### src/rtl/axi_conv_pkg.sv
// Definitions shared by the AXI4->AXI3 address-channel converter and its
// write-data splitter.
package axi_conv_pkg;

    localparam int unsigned AXI3_MAX_BEATS = 16;
    localparam int unsigned AXI4_LEN_BITS  = 8;
    localparam int unsigned AXI3_LEN_BITS  = $clog2(AXI3_MAX_BEATS);

    typedef enum logic {
        AXI4_LOCK_NORMAL = 1'b0,
        AXI4_LOCK_EXCL   = 1'b1
    } axi4_lock_e;

    typedef enum logic [1:0] {
        AXI3_LOCK_NORMAL = 2'b00,
        AXI3_LOCK_EXCL   = 2'b01,
        AXI3_LOCK_LOCKED = 2'b10
    } axi3_lock_e;

endpackage

### src/rtl/axi_len_fifo.sv
// Small synchronous FIFO holding {awlen, awid} for bursts whose W data is
// still to come; extra pointer bit separates full from empty.
module axi_len_fifo #(
    parameter int unsigned WIDTH = 12,
    parameter int unsigned DEPTH = 4
) (
    input  logic             ACLK,
    input  logic             ARESETN,
    input  logic             push,
    input  logic [WIDTH-1:0] push_data,
    output logic             full,
    input  logic             pop,
    output logic [WIDTH-1:0] pop_data,
    output logic             empty
);

    localparam int unsigned AW = $clog2(DEPTH);
    localparam int unsigned PW = AW + 1;

    logic [WIDTH-1:0] mem [DEPTH];
    logic [PW-1:0]    wr_ptr;
    logic [PW-1:0]    rd_ptr;
    logic             do_push;
    logic             do_pop;

    assign full     = (wr_ptr[AW] != rd_ptr[AW]) && (wr_ptr[AW-1:0] == rd_ptr[AW-1:0]);
    assign empty    = (wr_ptr == rd_ptr);
    assign do_push  = push & ~full;
    assign do_pop   = pop & ~empty;
    assign pop_data = mem[rd_ptr[AW-1:0]];

    always_ff @(posedge ACLK or negedge ARESETN) begin
        if (!ARESETN) begin
            wr_ptr <= '0;
            rd_ptr <= '0;
        end else begin
            if (do_push) wr_ptr <= wr_ptr + PW'(1);
            if (do_pop)  rd_ptr <= rd_ptr + PW'(1);
        end
    end

    always_ff @(posedge ACLK) begin
        if (do_push) mem[wr_ptr[AW-1:0]] <= push_data;
    end

endmodule

### src/rtl/axi4_to_axi3_wdata_splitter.sv
// Re-frames an AXI4 W stream into AXI3 sub-bursts (full 16-beat bursts first,
// then the remainder), asserting WLAST by beat count alone.
module axi4_to_axi3_wdata_splitter
    import axi_conv_pkg::*;
#(
    parameter int unsigned DATA_WIDTH = 32,
    parameter int unsigned ID_WIDTH   = 4,
    parameter int unsigned AXI4_LEN_W = AXI4_LEN_BITS,
    parameter int unsigned AXI3_LEN_W = AXI3_LEN_BITS,
    parameter int unsigned LEN_DEPTH  = 4
) (
    input  logic                    ACLK,
    input  logic                    ARESETN,
    input  logic                    len_push,
    input  logic [AXI4_LEN_W-1:0]   len_in,
    input  logic [ID_WIDTH-1:0]     id_in,
    output logic                    len_full,
    input  logic [DATA_WIDTH-1:0]   s_wdata,
    input  logic [DATA_WIDTH/8-1:0] s_wstrb,
    input  logic                    s_wlast,
    input  logic                    s_wvalid,
    output logic                    s_wready,
    output logic [DATA_WIDTH-1:0]   m_wdata,
    output logic [DATA_WIDTH/8-1:0] m_wstrb,
    output logic [ID_WIDTH-1:0]     m_wid,
    output logic                    m_wlast,
    output logic                    m_wvalid,
    input  logic                    m_wready,
    output logic                    sub_done,
    output logic                    burst_done,
    output logic                    err
);

    localparam int unsigned REM_W   = AXI4_LEN_W + 1;
    localparam int unsigned ENTRY_W = AXI4_LEN_W + ID_WIDTH;
    localparam logic [AXI3_LEN_W-1:0] SUB_LAST = '1;

    localparam logic ST_IDLE   = 1'b0;
    localparam logic ST_ACTIVE = 1'b1;

    logic                  state_q;
    logic                  state_d;
    logic                  fifo_pop;
    logic                  fifo_empty;
    logic [ENTRY_W-1:0]    fifo_rdata;
    logic [AXI4_LEN_W-1:0] pop_len;
    logic [ID_WIDTH-1:0]   pop_id;
    logic [ID_WIDTH-1:0]   cur_id;
    logic [REM_W-1:0]      remaining;
    logic [AXI3_LEN_W-1:0] sub_cnt;
    logic                  active;
    logic                  last_beat;
    logic                  hs;

    axi_len_fifo #(
        .WIDTH (ENTRY_W),
        .DEPTH (LEN_DEPTH)
    ) u_len_fifo (
        .ACLK      (ACLK),
        .ARESETN   (ARESETN),
        .push      (len_push),
        .push_data ({len_in, id_in}),
        .full      (len_full),
        .pop       (fifo_pop),
        .pop_data  (fifo_rdata),
        .empty     (fifo_empty)
    );

    assign {pop_len, pop_id} = fifo_rdata;

    // Zero-latency pass-through while a burst is open.
    assign active    = (state_q == ST_ACTIVE);
    assign last_beat = (remaining == REM_W'(1));
    assign hs        = active & s_wvalid & m_wready;
    assign s_wready  = active & m_wready;
    assign m_wvalid  = active & s_wvalid;
    assign m_wdata   = s_wdata;
    assign m_wstrb   = s_wstrb;
    assign m_wid     = cur_id;
    assign m_wlast   = active & ((sub_cnt == SUB_LAST) | last_beat);

    always_ff @(posedge ACLK or negedge ARESETN) begin
        if (!ARESETN) state_q <= ST_IDLE;
        else          state_q <= state_d;
    end

    always_comb begin
        state_d  = state_q;
        fifo_pop = 1'b0;
        case (state_q)
            ST_IDLE: begin
                if (!fifo_empty) begin
                    fifo_pop = 1'b1;
                    state_d  = ST_ACTIVE;
                end
            end
            ST_ACTIVE: begin
                if (hs && last_beat) state_d = ST_IDLE;
            end
            default: state_d = ST_IDLE;
        endcase
    end

    always_ff @(posedge ACLK or negedge ARESETN) begin
        if (!ARESETN) begin
            remaining <= '0;
            sub_cnt   <= '0;
            cur_id    <= '0;
        end else if (fifo_pop) begin
            remaining <= REM_W'(pop_len) + REM_W'(1);
            sub_cnt   <= '0;
            cur_id    <= pop_id;
        end else if (hs) begin
            remaining <= remaining - REM_W'(1);
            sub_cnt   <= m_wlast ? '0 : sub_cnt + AXI3_LEN_W'(1);
        end
    end

    // A dropped push and a misplaced s_wlast both surface on err.
    always_ff @(posedge ACLK or negedge ARESETN) begin
        if (!ARESETN) begin
            sub_done   <= 1'b0;
            burst_done <= 1'b0;
            err        <= 1'b0;
        end else begin
            sub_done   <= hs & m_wlast;
            burst_done <= hs & last_beat;
            err        <= (len_push & len_full) | (hs & (s_wlast != last_beat));
        end
    end

endmodule

### config.mk
export PLATFORM = sky130hd
export DESIGN_NAME = axi4_to_axi3_wdata_splitter
export DESIGN_NICKNAME = d
export VERILOG_FILES = /design/src/rtl/axi_conv_pkg.sv /design/src/rtl/axi_len_fifo.sv /design/src/rtl/axi4_to_axi3_wdata_splitter.sv
export SDC_FILE = /design/constraint.sdc
export NUM_CORES = 1
export LEC_CHECK = 0
export ABC_AREA = 1
export ABC_CLOCK_PERIOD_IN_PS = 5900
export CORE_AREA = 2 2 103 105
export DETAILED_ROUTE_END_ITERATION = 8
export DIE_AREA = 0 0 105 107
export GPL_ROUTABILITY_DRIVEN = 0
export PLACE_DENSITY = 0.69
export SLEW_MARGIN = 20
export SYNTH_ARGS = -nofsm -noshare
export SYNTH_HDL_FRONTEND = slang
export SYNTH_SLANG_ARGS = --single-unit
export TNS_END_PERCENT = 1
### constraint.sdc
create_clock -name ACLK -period 5.9 [get_ports ACLK]
set_clock_uncertainty 0.05 [all_clocks]
set_input_delay 0.59 -clock ACLK [delete_from_list [all_inputs] [get_ports ACLK]]
set_output_delay 0.59 -clock ACLK [all_outputs]
set_load 0.005 [all_outputs]
## Yosys cells after proc, flatten, opt, wreduce, memory -nomap -nowiden

Memories as Yosys holds them, arrays and structs flattened.
Index checks and enable logic that the tools add are counted.

- Bits in registers: 27
- Bits in writable memories: 48
- Output and inout bits: 47
- Logic and storage cells: 50
- Memories kept: 1

- $add $sub $neg: 5
- Eq/ne operators: 6
- Muxes and demuxes: 11
- Bitwise logic cells: 15
- Reductions and logical operators: 3

Memories:

| memory | words | width | rd ports | clocked after Yosys merged registers in | wr ports | RTL line | RTL |
|---|---|---|---|---|---|---|---|
| u_len_fifo.mem | 4 | 12 | 1 | 0 | 1 | axi_len_fifo.sv:20 | `logic [WIDTH-1:0] mem [DEPTH];` |

Operators with widths:

| operator | number |
|---|---|
| 9-bit two-way mux | 2 |
| 4-bit two-way mux | 3 |
| 1-bit bitwise AND | 10 |
| 8-bit by 1-bit adder with 9-bit output, second input constant | 1 |
| 9-bit by 1-bit equality test with 1-bit output, second input constant | 1 |
| 9-bit by 1-bit subtractor with 9-bit output, second input constant | 1 |
| 3-bit by 1-bit adder with 3-bit output, second input constant | 2 |
| 1-bit two-way mux | 5 |
| 4-bit by 1-bit adder with 4-bit output, second input constant | 1 |
| 4-bit equality test, second input constant | 1 |
| 3-bit equality test | 1 |
| 1-bit NOT | 3 |
| 2-bit equality test | 1 |
| 1-bit logical AND | 2 |
| 1-bit != test | 2 |
| 1-bit OR | 2 |
| 1-bit one-hot mux with 2 select lines | 1 |
| 2-bit nonzero test | 1 |

## Depth between registers and ports, before layout

- Word-level depth: 6
- Depth in mapped cells: 13

## Cells and area by module

Synthesis repeated with hierarchy kept, for this count alone.

- Cells, all modules: 395
- Area, all modules: 3852.4 sq um

By module, submodules not included:

| module | instances | cells each | area each (sq um) | sequential area each (sq um) |
|---|---|---|---|---|
| axi_len_fifo | 1 | 177 | 2214.6 | 1591.5 |
| axi4_to_axi3_wdata_splitter | 1 | 218 | 1637.8 | 525.5 |

## Worst setup path before layout

No wires, ideal clock.

- Kind: reg-to-reg
- Start: register u_len_fifo.rd_ptr[0]
- End: memory u_len_fifo.mem[0][0], enable pin
- Library setup time: 380 ps
- Data arrival time: 1474 ps
- Required time: 5470 ps
- Path slack: 3995 ps
- Cell stages (with the launch flop): 7
- Buffers on the path: 1
- Clock period less this slack: 1905 ps
- Cells stage by stage: dfrtp_1 > buf_6 > xnor2_2 > nand2_1 > or2_1 > nand2_2 > nor2_1

- Word-level cells in the longest chain between the ends: 6

Ends and longest elaborated chain:

| item | RTL line | RTL |
|---|---|---|
| start, declared | axi_len_fifo.sv:22 | `logic [PW-1:0] rd_ptr;` |
| start signal, assigned | axi_len_fifo.sv:38 | `if (do_pop) rd_ptr <= rd_ptr + PW'(1);` |
| 2-bit equality test | axi_len_fifo.sv:26 | `assign full = (wr_ptr[AW] != rd_ptr[AW]) && (wr_ptr[AW-1:0] == rd_ptr[AW-1:0]);` |
| 1-bit logical AND | axi_len_fifo.sv:26 |  |
| 1-bit NOT | axi_len_fifo.sv:28 | `assign do_push = push & ~full;` |
| 1-bit bitwise AND | axi_len_fifo.sv:28 |  |
| 1-bit two-way mux | axi_len_fifo.sv:43 | `if (do_push) mem[wr_ptr[AW-1:0]] <= push_data;` |
| 1-bit two-way mux (not written as such) | axi_len_fifo.sv:43 |  |
| end, declared | axi_len_fifo.sv:20 |  |

Every way passes these cells.

## Worst setup path in the final report

- Start: register u_len_fifo.rd_ptr[1]
- End: output port len_full

- Word-level cells in the longest chain between the ends: 2

Ends and longest elaborated chain:

| item | RTL line | RTL |
|---|---|---|
| 2-bit equality test | axi_len_fifo.sv:26 |  |
| 1-bit logical AND | axi_len_fifo.sv:26 |  |
| end, declared | axi4_to_axi3_wdata_splitter.sv:17 | `output logic len_full,` |

Every way passes these cells.

==> results.sh <==
export IMPL_path_class="reg2out"
export IMPL_drc_errors=0
export IMPL_fin_crit_sh=0.4812
export IMPL_fp_dieArea_um2=11240
export IMPL_hp_start="u_len_fifo.rd_ptr[2]"
export IMPL_max_freq_ghz=0.3522
export IMPL_final_common_cell="nand2_1"
export IMPL_intPower_uw=1075
export IMPL_routedWlPerCell_um=13.83
export IMPL_routed_wl_met2_mm=4.064
export IMPL_placed_cells=533
export IMPL_min_path_type="reg2reg"
export IMPL_clk_pin_slew_ps=80
export IMPL_diodes=0
export IMPL_drv_slew=0
export IMPL_setup_viol_count_final=0
export IMPL_syn_num_nets=478
export IMPL_rows=37
export IMPL_first_pass_iters=6
export IMPL_drive_gt1_frac=0.1114
export IMPL_p_per_area_nw_per_um2=349.0
export IMPL_post_cts_resized=0
export IMPL_vias=2573
export IMPL_met3_length_um=377
export IMPL_top_layer="met4"
export IMPL_synth_fa_ha_area_frac=0.02861
export IMPL_hold_path_end="u_len_fifo.rd_ptr[2]"
export IMPL_synth_top_family_by_area="simple AND/OR/NAND/NOR gates"
export IMPL_synth_seq_cells=75
export IMPL_grt_pass1_wl_mm=12.22
export IMPL_ys_async_sr_fraction=0.3600
export IMPL_synthMuxAreaShare=0
export IMPL_synthXorXnorAreaFrac=0.03274
export IMPL_swShare=0.2820
export IMPL_rr_worst_depth=5
export IMPL_cts_setup_buffers=0
export IMPL_yosysWarnings=0
export IMPL_synth_avg_cell_area_um2=9.485
export IMPL_end_kind="output port"
export IMPL_layout_common_cells="nand2_1 (82), inv_1 (48), edfxtp_1 (48)"
export IMPL_cap_violations=0
export IMPL_grt_ovfl_total=0
export IMPL_power_frac_seq=0.487
export IMPL_start_kind="register"
export IMPL_antenna_found_initial=0
export IMPL_crit_path_cell_trace="xnor2_2 -> nand2_1 -> or2_1 -> inv_1 -> clkdlybuf4s50_1"
export IMPL_critPathRequiredTime_ps=5260
export IMPL_r2r_end="u_len_fifo.mem[0][3]"
export IMPL_cp_top_family="flip-flops"
export IMPL_leakagePower_uw=0.001834
export IMPL_initial_core_util=0.3900
export IMPL_tritoncts="done"
export IMPL_critPathBufInv=2
export IMPL_cp_arrival_ps=2200
export IMPL_numCtsBuffers=9
export IMPL_root_buffer="clkbuf_8"
export IMPL_grt_max_degree=30
export IMPL_clock_path_buffers=2
export IMPL_tns_ps=0
export IMPL_crit_path_max_incr_delay_ps=790
export IMPL_clock_latency_ps=350
export IMPL_wl_met1_mm=2.917
export IMPL_cts_sinks=75
export IMPL_vdd_drop_max_v=0.0001457
export IMPL_port_buffers=28
export IMPL_r2r_start="u_len_fifo.rd_ptr[1]"
export IMPL_clkPwrFrac=0.325
export IMPL_synthToLayoutAreaGrowth_pct=8.932
export IMPL_crit_fanout=18
export IMPL_seq_area_frac_synth=0.5378
export IMPL_hold_slack_ps=448.7
export IMPL_synth_distinct_cells=35
export IMPL_critPathSlowestCell="dfrtp_1"
export IMPL_synthCells=415
export IMPL_grt_pass1_vias=2594
export IMPL_synth_compound_area_frac=0.06262
export IMPL_fin_crit_ps=2839
export IMPL_dieHeight_um=107
export IMPL_final_hold_violation_count=0
export IMPL_final_cells=549
export IMPL_r2r_slack_ps=3370
export IMPL_routed_wl_mm=7.595
export IMPL_worstMarginPinSlew_ps=1065
export IMPL_status="complete, no violations"
export IMPL_synth_edf_count=48
export IMPL_finalNetCount=471
export IMPL_p_comb_frac=0.188
export IMPL_postCtsHoldBufs=0
export IMPL_netlist_area_um2=3936
export IMPL_worstHoldPathCells=1
export IMPL_via_per_inst=4.687
export IMPL_hpwlAfterDp_mm=5.382
export IMPL_max_slew_margin=0.2875
export IMPL_ys_flop_type="edfxtp_1"
export IMPL_p_sw_uw=422.1
export IMPL_htreeDepth=3
export IMPL_startpoint="u_len_fifo.rd_ptr[1]"
export IMPL_ant_nets=0
export IMPL_synthSimpleGateAreaFrac=0.1933
export IMPL_ioPinCount=101
export IMPL_coreArea_um2=10090
export IMPL_track_usage=0.1423
export IMPL_drtIter0Drc=108
export IMPL_die_x_um=105
export IMPL_rsz0062_at_grt="false"
worst register-to-register path, cell delays in order, from the launching register on:
cell,delay [ps]
dfrtp_1,790
xnor2_2,170
nand2_1,80
or2_1,120
nand2_2,120
nor2_1,830
registers in the layout (all words and copies together) (netlist names):
name               count
u_len_fifo.mem        48
remaining              9
m_wid                  4
sub_cnt                4
u_len_fifo.rd_ptr      3
u_len_fifo.wr_ptr      3
active                 1
burst_done             1
err                    1
sub_done               1
Yosys cell counts (4+ instances only):
library cell | n | area [um^2]
nand2_1 | 82 | 307.8
edfxtp_1 | 48 | 1441
inv_1 | 48 | 180.2
nor2_1 | 48 | 180.2
buf_4 | 41 | 307.8
dfrtp_1 | 27 | 675.7
nand3_1 | 24 | 120.1
o21ai_0 | 19 | 95.09
nand2_2 | 10 | 62.56
ha_1 | 9 | 112.6
xor2_1 | 9 | 78.83
a21oi_1 | 7 | 35.03
a31oi_1 | 4 | 25.02
buf_6 | 4 | 45.04
nor2_2 | 4 | 25.02
o21ai_1 | 4 | 20.02
power by group through the flow:
stage | clock (uW) | combinational, uW | sequential (uW)
2_1_floorplan | 0 | 223 | 726
3_3_place_gp | 0 | 269 | 737
3_5_place_dp | 0 | 283 | 741
4_1_cts | 498 | 284 | 730
5_1_grt | 521 | 324 | 740
6_report | 487 | 281 | 729
metal layers:
metal  global-route usage  up-vias
met5                    0        -
met4              0.09714        0
met3              0.02979       31
met2               0.2621       76
met1               0.1440     1190
li1                     -     1276
cell type report:
class | instances | area [um^2]
Tap cell | 136 | 170.2
Clock buffer | 10 | 137.6
Sequential cell | 75 | 2117
Timing Repair Buffer | 30 | 295.3
Multi-Input combinational cell | 239 | 1254
Inverter | 53 | 202.7
Fill cell | 1007 | 5804
Clock inverter | 6 | 111.4
worst max path at each step:
stage | to | slack, ps | cells after the start
6_report | len_full | 3060 | 5
5_1_grt | len_full | 2890 | 5
4_1_cts | len_full | 3040 | 5
3_5_place_dp | u_len_fifo.mem[1][0] | 3320 | 5
3_3_place_gp | u_len_fifo.mem[1][0] | 3370 | 5
2_1_floorplan | u_len_fifo.mem[0][0] | 4000 | 6
per-stage QoR:
stage	cell area, um^2	util	setup WS, ps	total power (uW)
2_1_floorplan	3936	-	3995	948.2
3_3_place_gp	4034	0.3997	3369	1006
3_5_place_dp	4034	0.3997	3322	1024
4_1_cts	4283	0.4244	3036	1512
5_1_grt	4288	0.4249	2886	1585
6_report	4288	0.4249	3061	1497
cells by family after synthesis:
kind of cell,Yosys count
adders and majority gates,9
xor gates and xnor gates,13
and+or+nand+nor,175
AOI/OAI and AO/OA,42
DFF,75
buffers and inverters,101
(Power assumes the default switching activity.)
